==> src/rtl/machine_preloader.sv <==
// Command-driven preloader for the single-cycle machine: writes RF/memory words
// while the machine is held in reset, then releases it and counts run cycles until halt.
module machine_preloader #(
    parameter int          MAX_CYCLES = 64,
    parameter int          CYCLE_W    = 16,
    parameter logic [31:0] DATA_BASE  = 32'h4000,
    parameter int          DATA_WORDS = 4
) (
    input  logic               clk,
    input  logic               reset,
    input  logic               cmd_valid,
    output logic               cmd_ready,
    input  logic [1:0]         cmd_op,
    input  logic [31:0]        cmd_addr,
    input  logic [31:0]        cmd_data,
    output logic               rf_wr_en,
    output logic [4:0]         rf_wr_addr,
    output logic [31:0]        rf_wr_data,
    output logic               mem_wr_en,
    output logic [31:0]        mem_wr_addr,
    output logic [31:0]        mem_wr_data,
    output logic               cpu_reset,
    input  logic [31:0]        cpu_inst,
    output logic               done,
    output logic               timed_out,
    output logic               err,
    output logic [CYCLE_W-1:0] cycle_count
);

    // Handshake: a command transfers on a rising edge where cmd_valid && cmd_ready;
    // cmd_ready is high in LOAD and HALT and low for the whole of RUN.
    typedef enum logic [1:0] {
        LOAD = 2'd0,
        RUN  = 2'd1,
        HALT = 2'd2
    } state_t;

    localparam logic [1:0]         OP_REG   = 2'b00;
    localparam logic [1:0]         OP_MEM   = 2'b01;
    localparam logic [1:0]         OP_START = 2'b10;
    localparam logic [32:0]        MEM_LO   = {1'b0, DATA_BASE};
    localparam logic [32:0]        MEM_HI   = MEM_LO + 33'(DATA_WORDS);
    localparam logic [31:0]        LAST_CYC = 32'(MAX_CYCLES - 1);
    localparam logic [CYCLE_W-1:0] CNT_SAT  = '1;

    state_t               state, state_n;
    logic                 cmd_ready_n, rf_wr_en_n, mem_wr_en_n, cpu_reset_n;
    logic                 done_n, timed_out_n, err_n;
    logic [4:0]           rf_wr_addr_n;
    logic [31:0]          rf_wr_data_n, mem_wr_addr_n, mem_wr_data_n;
    logic [CYCLE_W-1:0]   cycle_count_n;
    logic                 accept, mem_in_range;
    logic [31:0]          count_ext;

    assign accept       = cmd_valid && cmd_ready;
    assign mem_in_range = ({1'b0, cmd_addr} >= MEM_LO) && ({1'b0, cmd_addr} < MEM_HI);
    assign count_ext    = 32'(cycle_count);

    always_ff @(posedge clk or posedge reset) begin
        if (reset) begin
            state       <= LOAD;
            cmd_ready   <= 1'b1;
            rf_wr_en    <= 1'b0;
            rf_wr_addr  <= '0;
            rf_wr_data  <= '0;
            mem_wr_en   <= 1'b0;
            mem_wr_addr <= '0;
            mem_wr_data <= '0;
            cpu_reset   <= 1'b1;
            done        <= 1'b0;
            timed_out   <= 1'b0;
            err         <= 1'b0;
            cycle_count <= '0;
        end else begin
            state       <= state_n;
            cmd_ready   <= cmd_ready_n;
            rf_wr_en    <= rf_wr_en_n;
            rf_wr_addr  <= rf_wr_addr_n;
            rf_wr_data  <= rf_wr_data_n;
            mem_wr_en   <= mem_wr_en_n;
            mem_wr_addr <= mem_wr_addr_n;
            mem_wr_data <= mem_wr_data_n;
            cpu_reset   <= cpu_reset_n;
            done        <= done_n;
            timed_out   <= timed_out_n;
            err         <= err_n;
            cycle_count <= cycle_count_n;
        end
    end

    always_comb begin
        state_n       = state;
        rf_wr_en_n    = 1'b0;
        rf_wr_addr_n  = rf_wr_addr;
        rf_wr_data_n  = rf_wr_data;
        mem_wr_en_n   = 1'b0;
        mem_wr_addr_n = mem_wr_addr;
        mem_wr_data_n = mem_wr_data;
        cpu_reset_n   = cpu_reset;
        done_n        = done;
        timed_out_n   = timed_out;
        err_n         = err;
        cycle_count_n = cycle_count;

        case (state)
            LOAD, HALT: begin
                if (accept) begin
                    case (cmd_op)
                        OP_REG: begin
                            // r0 is hard-wired in the machine, so writes to it are dropped quietly.
                            if (cmd_addr[31:5] != '0) begin
                                err_n = 1'b1;
                            end else if (cmd_addr[4:0] != 5'd0) begin
                                rf_wr_en_n   = 1'b1;
                                rf_wr_addr_n = cmd_addr[4:0];
                                rf_wr_data_n = cmd_data;
                            end
                        end
                        OP_MEM: begin
                            if (mem_in_range) begin
                                mem_wr_en_n   = 1'b1;
                                mem_wr_addr_n = cmd_addr;
                                mem_wr_data_n = cmd_data;
                            end else begin
                                err_n = 1'b1;
                            end
                        end
                        OP_START: begin
                            state_n       = RUN;
                            cpu_reset_n   = 1'b0;
                            cycle_count_n = '0;
                            done_n        = 1'b0;
                            timed_out_n   = 1'b0;
                        end
                        default: ;
                    endcase
                end
            end
            RUN: begin
                // A zero instruction wins over budget expiry on the same edge.
                if (cpu_inst == 32'h0) begin
                    state_n     = HALT;
                    cpu_reset_n = 1'b1;
                    done_n      = 1'b1;
                    timed_out_n = 1'b0;
                end else if (count_ext == LAST_CYC) begin
                    state_n     = HALT;
                    cpu_reset_n = 1'b1;
                    done_n      = 1'b1;
                    timed_out_n = 1'b1;
                end else if (cycle_count != CNT_SAT) begin
                    cycle_count_n = cycle_count + 1'b1;
                end
            end
            default: state_n = LOAD;
        endcase
    end

    assign cmd_ready_n = (state_n != RUN);

endmodule

==> config.mk <==
export PLATFORM = sky130hd
export DESIGN_NAME = machine_preloader
export DESIGN_NICKNAME = d
export VERILOG_FILES = /design/src/rtl/machine_preloader.sv
export SDC_FILE = /design/constraint.sdc
export NUM_CORES = 1
export LEC_CHECK = 0
export BUFFER_PORTS_ARGS = -buffer_cell sky130_fd_sc_hd__buf_2
export CAP_MARGIN = 20
export CORE_ASPECT_RATIO = 1.25
export CORE_MARGIN = 2
export CORE_UTILIZATION = 40
export CTS_CLUSTER_DIAMETER = 50
export DETAILED_ROUTE_END_ITERATION = 7
export GPL_TIMING_DRIVEN = 0
export PLACE_DENSITY = 0.77
export SLEW_MARGIN = 20
export SYNTH_ARGS = -nofsm -noshare
export SYNTH_HDL_FRONTEND = slang
export SYNTH_SLANG_ARGS = --single-unit
==> constraint.sdc <==
create_clock -name clk -period 7.5 [get_ports clk]
set_input_delay 1.5 -clock clk [delete_from_list [all_inputs] [get_ports clk]]
set_output_delay 1.5 -clock clk [all_outputs]
set_load 0.005 [all_outputs]
## After elaboration in Yosys (flattened, before gate mapping)

Cells that the tools add are included.

- Bits in registers: 126
- Latch bits: 0
- Memory bits (writable): 0
- Memory bits (read-only): 0
- Input port bits: 101
- Output and inout bits: 124
- Logic and storage cells: 77
- Memories kept: 0

- Add/subtract/negate cells: 1
- Multiply operators: 0
- Div/mod/pow operators: 0
- $lt $le $gt $ge: 2
- Equal/unequal tests: 15
- Shifts and indexed selects: 0
- Muxes and demuxes: 30
- Bitwise logic cells: 1
- Reduce and logical (&&, ||, !) cells: 15

Operators by type and width:

| operator | number |
|---|---|
| $mux W16 | 5 |
| $ge A32 B15 Y1 const B | 1 |
| $logic_not A32 Y1 | 1 |
| $lt A32 B15 Y1 const B | 1 |
| $pmux W16 S2 | 1 |
| $reduce_bool A27 Y1 | 1 |
| $add A16 B1 Y16 const B | 1 |
| $eq A16 B6 Y1 const B | 1 |
| $mux W1 | 16 |
| $ne A16 B16 Y1 const B | 1 |
| $ne A2 B2 Y1 const B | 6 |
| $reduce_and A5 Y1 | 2 |
| $mux W2 | 4 |
| $reduce_and A4 Y1 | 2 |
| $pmux W1 S2 | 3 |
| $reduce_and A6 Y1 | 1 |
| $reduce_bool A5 Y1 | 1 |
| $eq A2 B1 Y1 const B | 2 |
| $eq A2 B2 Y1 const B | 2 |
| $logic_not A2 Y1 | 2 |
| $ne A2 B1 Y1 const B | 2 |
| $pmux W2 S2 | 1 |
| $reduce_bool A2 Y1 | 2 |
| $ne A3 B3 Y1 const B | 1 |
| 3 further kinds | 4 |

## Longest topological paths before layout

Gate-level depths: netlist of the first run.

- Word-level depth: 6
- Gate-level depth with buffers: 9
- Depth with buffers taken out: 8

## Worst setup path before layout of the first run

OpenSTA, ideal clock, no wires.

- Kind: input to register
- Start: input cmd_addr[17]
- End: register rf_wr_data[10]
- Library setup time: 125 ps
- Data arrival time: 2,907 ps
- Data required time: 7,375 ps
- Slack: 4,468 ps
- Cell stages on the path: 6
- Path buffers: 2
- Cell sequence: nor4_1 nand4_1 nor4_2 buf_4 buf_6 mux2_2

- Cells in the longest elaborated chain, start to end: 3

Ends and longest elaborated chain:

| item | RTL line | RTL |
|---|---|---|
| from (decl) | 14 | `input logic [31:0] cmd_addr,` |
| $reduce_bool A27 Y1 | 111 | `if (cmd_addr[31:5] != '0) begin` |
| $not A1 Y1 (no line) | n/a |  |
| $reduce_and A5 Y1 (no line) | n/a |  |
| to (signal assigned) | 79 | `rf_wr_data <= rf_wr_data_n;` |
| to (decl) | 18 | `output logic [31:0] rf_wr_data,` |

Every way passes these cells.
A chain may end at the register's enable or synchronous reset.

## Worst setup path after layout of the first run

- Start: input cmd_addr[5]
- End: register rf_wr_data[3]

The elaborated chain is that of the path after synthesis.

==> results of run 1 <==
[metal layers]
layer | vias to the layer above | share of wire, % | GRT usage (%)
met1 | 1962 | 40 | 22.2
met5 | - | 0 | 0
met3 | 18 | 7.2 | 5.63
met4 | 0 | 1.8 | 8.35
met2 | 185 | 51 | 32.9
li1 | 1832 | - | -
[critical path: cells and delay by family]
kind	cells	cell delay [ns]
AND/OR/NAND/NOR	3	1.01
buffers and inverters	3	0.57
multiplexers	1	0.34
[metrics by stage]
step	worst slack (ns)	total power [W]	cells	util (%)
after floorplan	2.65	0.000705	370	-
after global placement	1.57	0.000737	758	52.2
after detailed placement	3.86	0.000741	759	52.5
after CTS	4.30	0.00163	791	57.7
after global routing	4.12	0.00167	791	57.7
final	4.37	0.00161	791	57.7
[state kept, by name, summed over array words and instances (netlist names)]
signal,flops
done,1
err,1
rf_wr_en,1
cpu_reset,1
state,2
mem_wr_en,1
mem_wr_addr,32
timed_out,1
mem_wr_data,32
cmd_ready,1
rf_wr_addr,5
cycle_count,16
rf_wr_data,32
[synth_stat cells (5+ instances only)]
cell       n
mux2_1    38
nand4_1   13
mux2_2    33
or3_1     10
buf_6      7
nand2_1    8
nor2_1     8
o21ai_0   16
a21oi_1   14
dfrtp_1  124
nor4_1    17
nand3_1    5
nor2b_1   29
[cell usage in the layout, fill, tap and decap left out, types with 5 or more instances in the layout]
cell	synthesis	final
nor2b_1	29	29
mux2_1	38	38
nand3_1	5	5
nor2_1	8	8
mux2_2	33	33
or3_1	10	10
o21ai_0	16	16
nand2_1	8	8
buf_2	4	228
clkbuf_16	0	17
buf_6	7	7
dfrtp_1	124	124
nor4_1	17	17
inv_6	0	5
a21oi_1	14	14
nand4_1	13	13
[where the power goes]
group | internal, W | switching [W]
clock | 0.000562 | 0.000318
sequential | 0.000680 | 0.0000000189
combinational | 0.0000219 | 0.0000262
total | 0.00126 | 0.000344
[area by class of cell]
cell class | count | share of cell area [%]
clock buffer | 17 | 6.03
multi-input combinational | 223 | 24.8
tap | 164 | 2.91
inverter | 4 | 0.284
buffer | 17 | 1.88
clock inverter | 15 | 2.98
timing repair buffer | 225 | 16.3
sequential | 126 | 44.8
[worst paths after layout]
kind	startpoint	slack [ns]	to	depth (start not counted)
worst max-delay path	cmd_addr[5]	4.37	rf_wr_data[3]	7
worst min-delay path	mem_wr_addr[14]	0.47	mem_wr_addr[14]	1
max in group asynchronous	reset	5.66	mem_wr_addr[19]	3
min in group asynchronous	reset	1.13	mem_wr_data[18]	2
worst min register to register	mem_wr_addr[14]	0.47	mem_wr_addr[14]	1
worst max register to register	cycle_count[0]	5.30	cycle_count[9]	8
[cell families after synthesis]
kind of cell / share of synthesized area (%)
adders and majority gates: 0.247
AOI/OAI and AO/OA: 4.60
buffers and inverters: 2.92
and+or+nand+nor: 14.0
DFF: 62.4
muxes: 15.8
==> summary.txt, run 1 <==
Run status
  • Run status: finished, final reports clean

Routing
  • Drt initial violations: 171
  • Final ANT Viol Nets: 0
  • Drc violations: 0
  • DR vias: 3997
  • DRT Pass-1 Iters: 4
  • Via density per instance: ~5
  • Total Wirelength: 12.6 mm
  • WL/cell: 15.9 um

STA
  • Fin Hold WS: ~0.47 ns
  • Slew @ Worst Pin: 0.628 ns
  • Clk_skew: 0.00753 ns
  • RSZ-0062 raised after global routing: false
  • Final Hold Viols: 0
  • Crit share post-route: between 40% and 50%
  • Total negative setup slack: 0 ns
  • Setup-failing EPs final: 0
  • Final critical-path required period: 3.13 ns
  • Slew headroom: 58.0%
  • Fmax: about 0.32 GHz
  • Final Slew Violations: 0

Logic synthesis
  • Yosys top cell area share: 61.4%
  • Primary FF master, synth: dfrtp_1
  • Flops & latches, synth: 126
  • Mapped Cells: 370
  • Synth warn: 0
  • Distinct cells, synth: 42
  • Post-synthesis sequential area ratio: around 62%
  • Syn Area/Cell: around 14 um2
  • Post-synth design cell area: 5050 um2
  • Ranking of synthesized cells by area: dfrtp_1 (61%), mux2_1 (8.5%), mux2_2 (7.4%)
  • Synth area leader: dfrtp_1
  • Syn Nets: 472
  • Synth async-reset ratio: 100%
  • Post-synth EDFFs: 0

Die
  • Die Width: between 100 and 150 um
  • Starting density of the core: about 41%
  • Core area: roughly 12000 um2
  • Die Y: 130 um
  • Die area: 13600 um2
  • Std-Cell Rows: 45
  • Ports: roughly 230

Worst setup path
  • Crit path required time: 7.78 ns
  • Critical path class: in -> reg
  • Worst Path Arrival: 3.41 ns
  • CP endpoint kind: register
  • Worst-path fanout max: 10
  • Max stage delay on crit path: 0.44 ns
  • Critical path, cell by cell: buf_2 -> nor4_1 -> nand4_1 -> nor4_2 -> buf_4 -> buf_6 -> mux2_1
  • CP Launch Type: input port
  • CP max-delay cell: nor4_2

Global route
  • GRT Resource Usage Total: 19.1%
  • First-pass GRT wire length: ~20 mm
  • Pin count of the biggest net entering global routing: 76
  • Vias in the first global route: around 4.2k
  • Antenna violations before repair: 0
  • Overflow after GRT: 0

Layout
  • # diodes: 0
  • Fillers: 1032
  • P&R area growth vs syn: 39.5%
  • FF+latch area: 3160 um2
  • Multi-input gate area: 1750 um2
  • Final Instance Area: ~7000 um2
  • Nets: a little over 700
  • Layout cells sized above 1: 51.2%

CTS
  • Clock buffer depth: 2
  • Root Driver: clkbuf_16
  • CTS Sinks: 126
  • Cts hold-fix bufs: 0
  • Reg clk slew, reported paths: 0.06 ns
  • CTS Buf Count: 17
  • H-tree depth: 4
  • TritonCTS clock tree: done
  • Post-CTS setup buffer count: 0
  • Resize count post-CTS: 0
  • Clk Latency, worst-skew pair: 0.40 ns

Worst hold path
  • Hold WC Path Type: reg -> reg

Placed design
  • Gpl congestion: 0.845
  • DP Wirelength: 9.39 mm
  • Port Buffers: approximately 220
  • Placed cell areas: roughly 6400 um2

Pwr
  • Peak supply drop: 0.129 mV
  • Power Density: about 230 nW/um2
  • Pleak: 3.92 nW

Flow run
  • Max-Cap Viols: 0
No activity file was read; power rests on OpenSTA's default activity.
==> inputs of run 2 (changes only) <==
--- a/config.mk
+++ b/config.mk
@@ -13,7 +13,7 @@
 export CTS_CLUSTER_DIAMETER = 50
 export DETAILED_ROUTE_END_ITERATION = 7
 export GPL_TIMING_DRIVEN = 0
-export PLACE_DENSITY = 0.77
+export PLACE_DENSITY = 0.79
 export SLEW_MARGIN = 20
 export SYNTH_ARGS = -nofsm -noshare
 export SYNTH_HDL_FRONTEND = slang
==> constraint.sdc (replaced) <==
create_clock -name clk -period 2.75 [get_ports clk]
set_input_delay 0.55 -clock clk [delete_from_list [all_inputs] [get_ports clk]]
set_output_delay 0.55 -clock clk [all_outputs]
set_load 0.005 [all_outputs]
==> summary.txt, run 2 (synthesis results as in run 1) <==
STA
  • Clk_skew: 0.0151 ns (+0.00758 ns)
  • Slew headroom: 56.3% (-1.8 points)
  • Total negative setup slack: 0 ns (unchanged)
  • Fmax: 0.457 GHz
  • Final Slew Violations: 0 (unchanged)
  • Slew @ Worst Pin: 0.654 ns (+0.0262 ns)
  • Final critical-path required period: 2.19 ns
  • Fin Hold WS: 0.0558 ns (-0.419 ns)
  • RSZ-0062 raised after global routing: false
  • Setup-failing EPs final: 0 (unchanged)
  • Final worst slack: 0.564 ns (-3.80 ns)
  • Final Hold Viols: 0 (unchanged)
  • Crit share post-route: 79.5%

CTS
  • Post-CTS setup buffer count: 0 (unchanged)
  • CTS Buf Count: 17 (unchanged)
  • Cts hold-fix bufs: 0 (unchanged)
  • Reg clk slew, reported paths: 0.05 ns (about the same)
  • TritonCTS clock tree: done
  • Clock buffer depth: 2 (unchanged)
  • Root Driver: clkbuf_16
  • CTS Sinks: 126 (unchanged)
  • Clk Latency, worst-skew pair: 0.40 ns (about the same)
  • Resize count post-CTS: 0 (unchanged)
  • H-tree depth: 4 (unchanged)

Worst setup path
  • WP buf/inv: 3 (unchanged)
  • R2r setup slk: 0.58 ns (-4.72 ns)
  • CP max-delay cell: nor4_1
  • Family with the most delay on the worst path: simple AND/OR/NAND/NOR gates
  • CP Launch Type: input port
  • Max stage delay on crit path: 0.40 ns (-0.04 ns)
  • Critical path, cell by cell: buf_2 -> nor4_1 -> nand3_1 -> nor4_2 -> buf_4 -> buf_6 -> mux2_1
  • CP endpoint kind: register
  • Crit path required time: 3.02 ns (-4.76 ns)
  • Critical path class: in -> reg
  • Worst-path fanout max: 10 (unchanged)
  • Worst Path Arrival: 2.46 ns (-0.95 ns)

Die
  • Core area: 12200 um2 (unchanged)
  • Ports: 225 (unchanged)
  • Starting density of the core: 41.4% (unchanged)
  • Die Y: 130 um (unchanged)
  • Std-Cell Rows: 45 (unchanged)
  • Die Width: 105 um (unchanged)
  • Die area: 13600 um2 (unchanged)

Layout
  • FF+latch area: 3160 um2 (unchanged)
  • Multi-input gate area: 1750 um2 (unchanged)
  • Commonest non-fill, non-tap cells in the layout: buf_2 (228), dfrtp_1 (124), mux2_1 (38)
  • Commonest non-fill, non-tap cell in the layout: buf_2
  • # diodes: 0 (unchanged)
  • Fillers: 1027 (-0.48%)
  • Largest registers: mem_wr_addr: 32 flops, mem_wr_data: 32 flops, rf_wr_data: 32 flops
  • Nets: 719 (+0.42%)
  • P&R area growth vs syn: 39.5% (about the same)
  • Layout cells sized above 1: 50.5% (-0.72 points)

Global route
  • Antenna violations before repair: 0 (unchanged)
  • GRT Resource Usage Total: 19.3% (+0.20 points)
  • Overflow after GRT: 0 (unchanged)
  • Pin count of the biggest net entering global routing: 38 (-50%)
  • Vias in the first global route: 4189 (-0.43%)
  • First-pass GRT wire length: 20.6 mm (+1.1%)

Routing
  • Via density per instance: 5.11 (+1.1%)
  • Total Wirelength: 12.6 mm (+0.37%)
  • Final ANT Viol Nets: 0 (unchanged)
  • DR vias: 4057 (+1.5%)
  • DRT Pass-1 Iters: 4 (unchanged)
  • WL/cell: 15.9 um (about the same)
  • Drc violations: 0 (unchanged)
  • Drt initial violations: 149 (-13%)

Placed design
  • DP Wirelength: 9.60 mm (+2.2%)
  • Port Buffers: 224 (unchanged)
  • Gpl congestion: 0.861 (+1.9%)
  • Pre-CTS setup slack: 0.0917 ns (-3.77 ns)

Pwr
  • Power Density: 594 nW/um2 (+160%)
  • Peak supply drop: 0.338 mV (+160%)
  • Pleak: 3.93 nW (+0.18%)

Worst hold path
  • Hold WC Path Type: in -> async

Flow run
  • Max-Cap Viols: 0 (unchanged)

Run status
  • Run status: finished, final reports clean
## run 2: worst reg2reg max path, stage by stage, from the launching register on
cell,delay (ns)
dfrtp_1,0.40
ha_1,0.23
nand3_1,0.14
nor3_2,0.40
nand4_2,0.31
buf_4,0.28
nand4_1,0.12
or3_1,0.11
a21oi_1,0.06
## run 2: where the power goes
part	internal, W	total [W]	switching (W)
clock network	0.00144	0.00219	0.000746
registers	0.00186	0.00186	0.0000000511
logic	0.0000681	0.000141	0.0000728
## run 2: layer usage
| layer | global-route usage, % | vias up | wire, um |
|---|---|---|---|
| li1 | - | 1840 | - |
| met4 | 6.12 | 0 | 153 |
| met2 | 33.2 | 183 | 6550 |
| met5 | 0 | - | 0 |
| met1 | 23.8 | 2018 | 5030 |
| met3 | 5.33 | 16 | 895 |
## run 2: worst paths after layout
check | from | depth (start not counted) | endpoint
worst max-delay path | cmd_addr[22] | 7 | rf_wr_data[4]
worst min-delay path | reset | 2 | mem_wr_data[21]
worst max register to register | cycle_count[0] | 8 | cycle_count[9]
worst min register to register | mem_wr_addr[14] | 1 | mem_wr_addr[14]
max in group asynchronous | reset | 4 | cpu_reset
min in group clk | cmd_data[27] | 2 | mem_wr_data[27]
## run 2: area by class of cell
type | instances | area share (%)
buffer | 17 | 1.88
clock buffer | 24 | 6.55
clock inverter | 8 | 1.67
inverter | 4 | 0.266
multi-input combinational | 223 | 24.8
sequential | 126 | 44.7
tap | 164 | 2.91
timing repair buffer | 228 | 17.1
## run 2: per-stage QoR
stage               util (%)  cells  power, W  instance area (um2)
global placement        52.3    758   0.00201                 6380
detailed placement      53.0    762   0.00203                 6470
global route            57.7    794   0.00434                 7050
floorplan                  -    370   0.00192                 5060
CTS                     57.7    794   0.00425                 7050
finish                  57.7    794   0.00419                 7050
==> inputs of run 3 (changes only) <==
==> constraint.sdc (replaced) <==
create_clock -name clk -period 1.79 [get_ports clk]
set_input_delay 0.358 -clock clk [delete_from_list [all_inputs] [get_ports clk]]
set_output_delay 0.358 -clock clk [all_outputs]
set_load 0.005 [all_outputs]
==> summary.txt, run 3 (synthesis results as in run 1) <==
Worst setup path
  • CP endpoint kind: register
  • CP max-delay cell: dfrtp_2
  • Max stage delay on crit path: 0.44 ns (+0.04 ns)
  • R2R depth: 8 (unchanged)
  • Worst Path Arrival: 2.35 ns (-0.11 ns)
  • Critical path, cell by cell: buf_4 -> nor4_1 -> and3_4 -> o31a_4 -> buf_8 -> buf_12 -> o21ai_1 -> a21oi_2
  • Worst-path fanout max: 10 (unchanged)
  • Critical path class: reg -> reg
  • Crit path required time: 2.12 ns (-0.90 ns)
  • CP Launch Type: register

Layout
  • Commonest non-fill, non-tap cell in the layout: buf_2
  • Commonest non-fill, non-tap cells in the layout: buf_2 (219), dfrtp_1 (122), mux2_4 (61)
  • Nets: 749 (+4.2%)
  • Layout cells sized above 1: 64.5% (+14 points)
  • Non-filler instance count after layout: 824 (+3.8%)
  • Largest registers: mem_wr_addr: 32 flops, mem_wr_data: 32 flops, rf_wr_data: 32 flops
  • Post-layout util: 65.0% (+7.3 points)
  • P&R area growth vs syn: 57.1%
  • # diodes: 0 (unchanged)

Run status
  • Run status: finished, violations left
  • Failing checks: negative setup slack

Placed design
  • DP Wirelength: 10.0 mm (+4.3%)
  • Pre-CTS setup slack: -0.464 ns (-0.555 ns)
  • Port Buffers: 224 (unchanged)
  • Gpl congestion: 0.904 (+5.0%)
  • Placed Cells: 761 (-0.13%)

STA
  • Slew @ Worst Pin: 0.754 ns (+0.0995 ns)
  • Final critical-path required period: around 2.0 ns
  • Setup-failing EPs final: 79 (+79)
  • Crit share post-route: 113%
  • Total negative setup slack: -6.71 ns (-6.71 ns)
  • Slew headroom: 49.6% (-6.6 points)
  • Fmax: 0.496 GHz
  • Final Hold Viols: 0 (unchanged)
  • Clk_skew: 0.00655 ns (-0.00856 ns)
  • Final worst slack: -0.225 ns (-0.789 ns)
  • RSZ-0062 raised after global routing: true
  • Final Slew Violations: 0 (unchanged)

Global route
  • GRT Resource Usage Total: 20.8% (+1.5 points)
  • Overflow after GRT: 0 (unchanged)
  • Vias in the first global route: 4408 (+5.2%)
  • Antenna violations before repair: 0 (unchanged)
  • Pin count of the biggest net entering global routing: 37 (-2.6%)
  • First-pass GRT wire length: 22.1 mm (+6.9%)

CTS
  • Clk Latency, worst-skew pair: 0.41 ns (about the same)
  • CTS Sinks: 126 (unchanged)
  • H-tree depth: 4 (unchanged)
  • Reg clk slew, reported paths: 0.06 ns (about the same)
  • CTS Buf Count: 17 (unchanged)
  • Clock buffer depth: 2 (unchanged)
  • TritonCTS clock tree: done
  • Root Driver: clkbuf_16

Routing
  • DR vias: 4357 (+7.4%)
  • DRT Pass-1 Iters: 4 (unchanged)
  • Via density per instance: 5.29 (+3.5%)
  • WL/cell: 18.9 um (+19%)
  • Drt initial violations: 229 (+54%)
  • Total Wirelength: 15.6 mm (+24%)
  • Final ANT Viol Nets: 0 (unchanged)
  • Drc violations: 0 (unchanged)

Pwr
  • Power Density: 804 nW/um2 (+35%)
  • Peak supply drop: 0.637 mV (+89%)
  • Pleak: 4.18 nW (+6.5%)

Die
  • Core area: 12200 um2 (unchanged)
  • Die Width: 105 um (unchanged)
  • Starting density of the core: 41.4% (unchanged)
  • Std-Cell Rows: 45 (unchanged)
  • Ports: 225 (unchanged)
  • Die Y: 130 um (unchanged)
  • Die area: 13600 um2 (unchanged)

Flow run
  • Max-Cap Viols: 0 (unchanged)

Worst hold path
  • Hold WC Path Type: in -> async
## run 3: final timing paths
check	start	to	slack, ns
hold / removal	reset	mem_wr_addr[19]	0.08
hold reg to reg	mem_wr_addr[14]	mem_wr_addr[14]	0.47
setup reg to reg	cycle_count[10]	cycle_count[8]	-0.23
setup / recovery	cycle_count[10]	cycle_count[8]	-0.23
min in group clk	cmd_data[27]	rf_wr_data[27]	0.20
max in group asynchronous	reset	cmd_ready	0.81
## run 3: critical path, delay by kind of cell (launching register included)
family                 cells  cell delay [ns]
AND/OR/NAND/NOR            2             0.64
flip-flops                 1             0.44
buffers and inverters      3             0.44
AO/OA/AOI/OAI              3             0.41
## run 3: per-stage QoR
stage	hold slack [ns]	power (W)	instance area, um2
CTS	0.0907	0.00642	7340
detailed placement	0.448	0.00312	6530
finish	0.0840	0.00638	7940
global placement	0.451	0.00310	6470
floorplan	0.465	0.00296	5140
global route	0.121	0.00662	7940
## run 3: timing repair
action | in CTS | in global routing
setup endpoints to repair | 82 | 83
pin swaps | 8 | 12
buffers inserted | 14 | 12
cloned | 2 | 4
hold buffers | 0 | 0
resized for setup | 22 | 104
## run 3: power breakdown
| part | internal (W) | leakage, nW | switching, W |
|---|---|---|---|
| logic | 0.000113 | 2.22 | 0.000134 |
| registers | 0.00285 | 1.69 | 0.000000120 |
| clock network | 0.00197 | 0.274 | 0.00132 |
## run 3: routing by layer
metal,vias to the layer above,track usage [%],routed length [um]
met5,-,0,0
met4,0,7.79,328
met3,32,5.58,1010
met2,232,37.4,8220
met1,2184,23.9,6040
li1,1909,-,-
## run 3: area by class of cell
cell class / count / area [um2]
Clock inverter: 14 / 133
Timing Repair Buffer: 259 / 1570
Inverter: 4 / 21.3
Tap cell: 164 / 205
Multi-Input combinational cell: 223 / 2210
Buffer: 16 / 208
Sequential cell: 126 / 3160
Clock buffer: 18 / 439
Fill cell: 882 / 4280
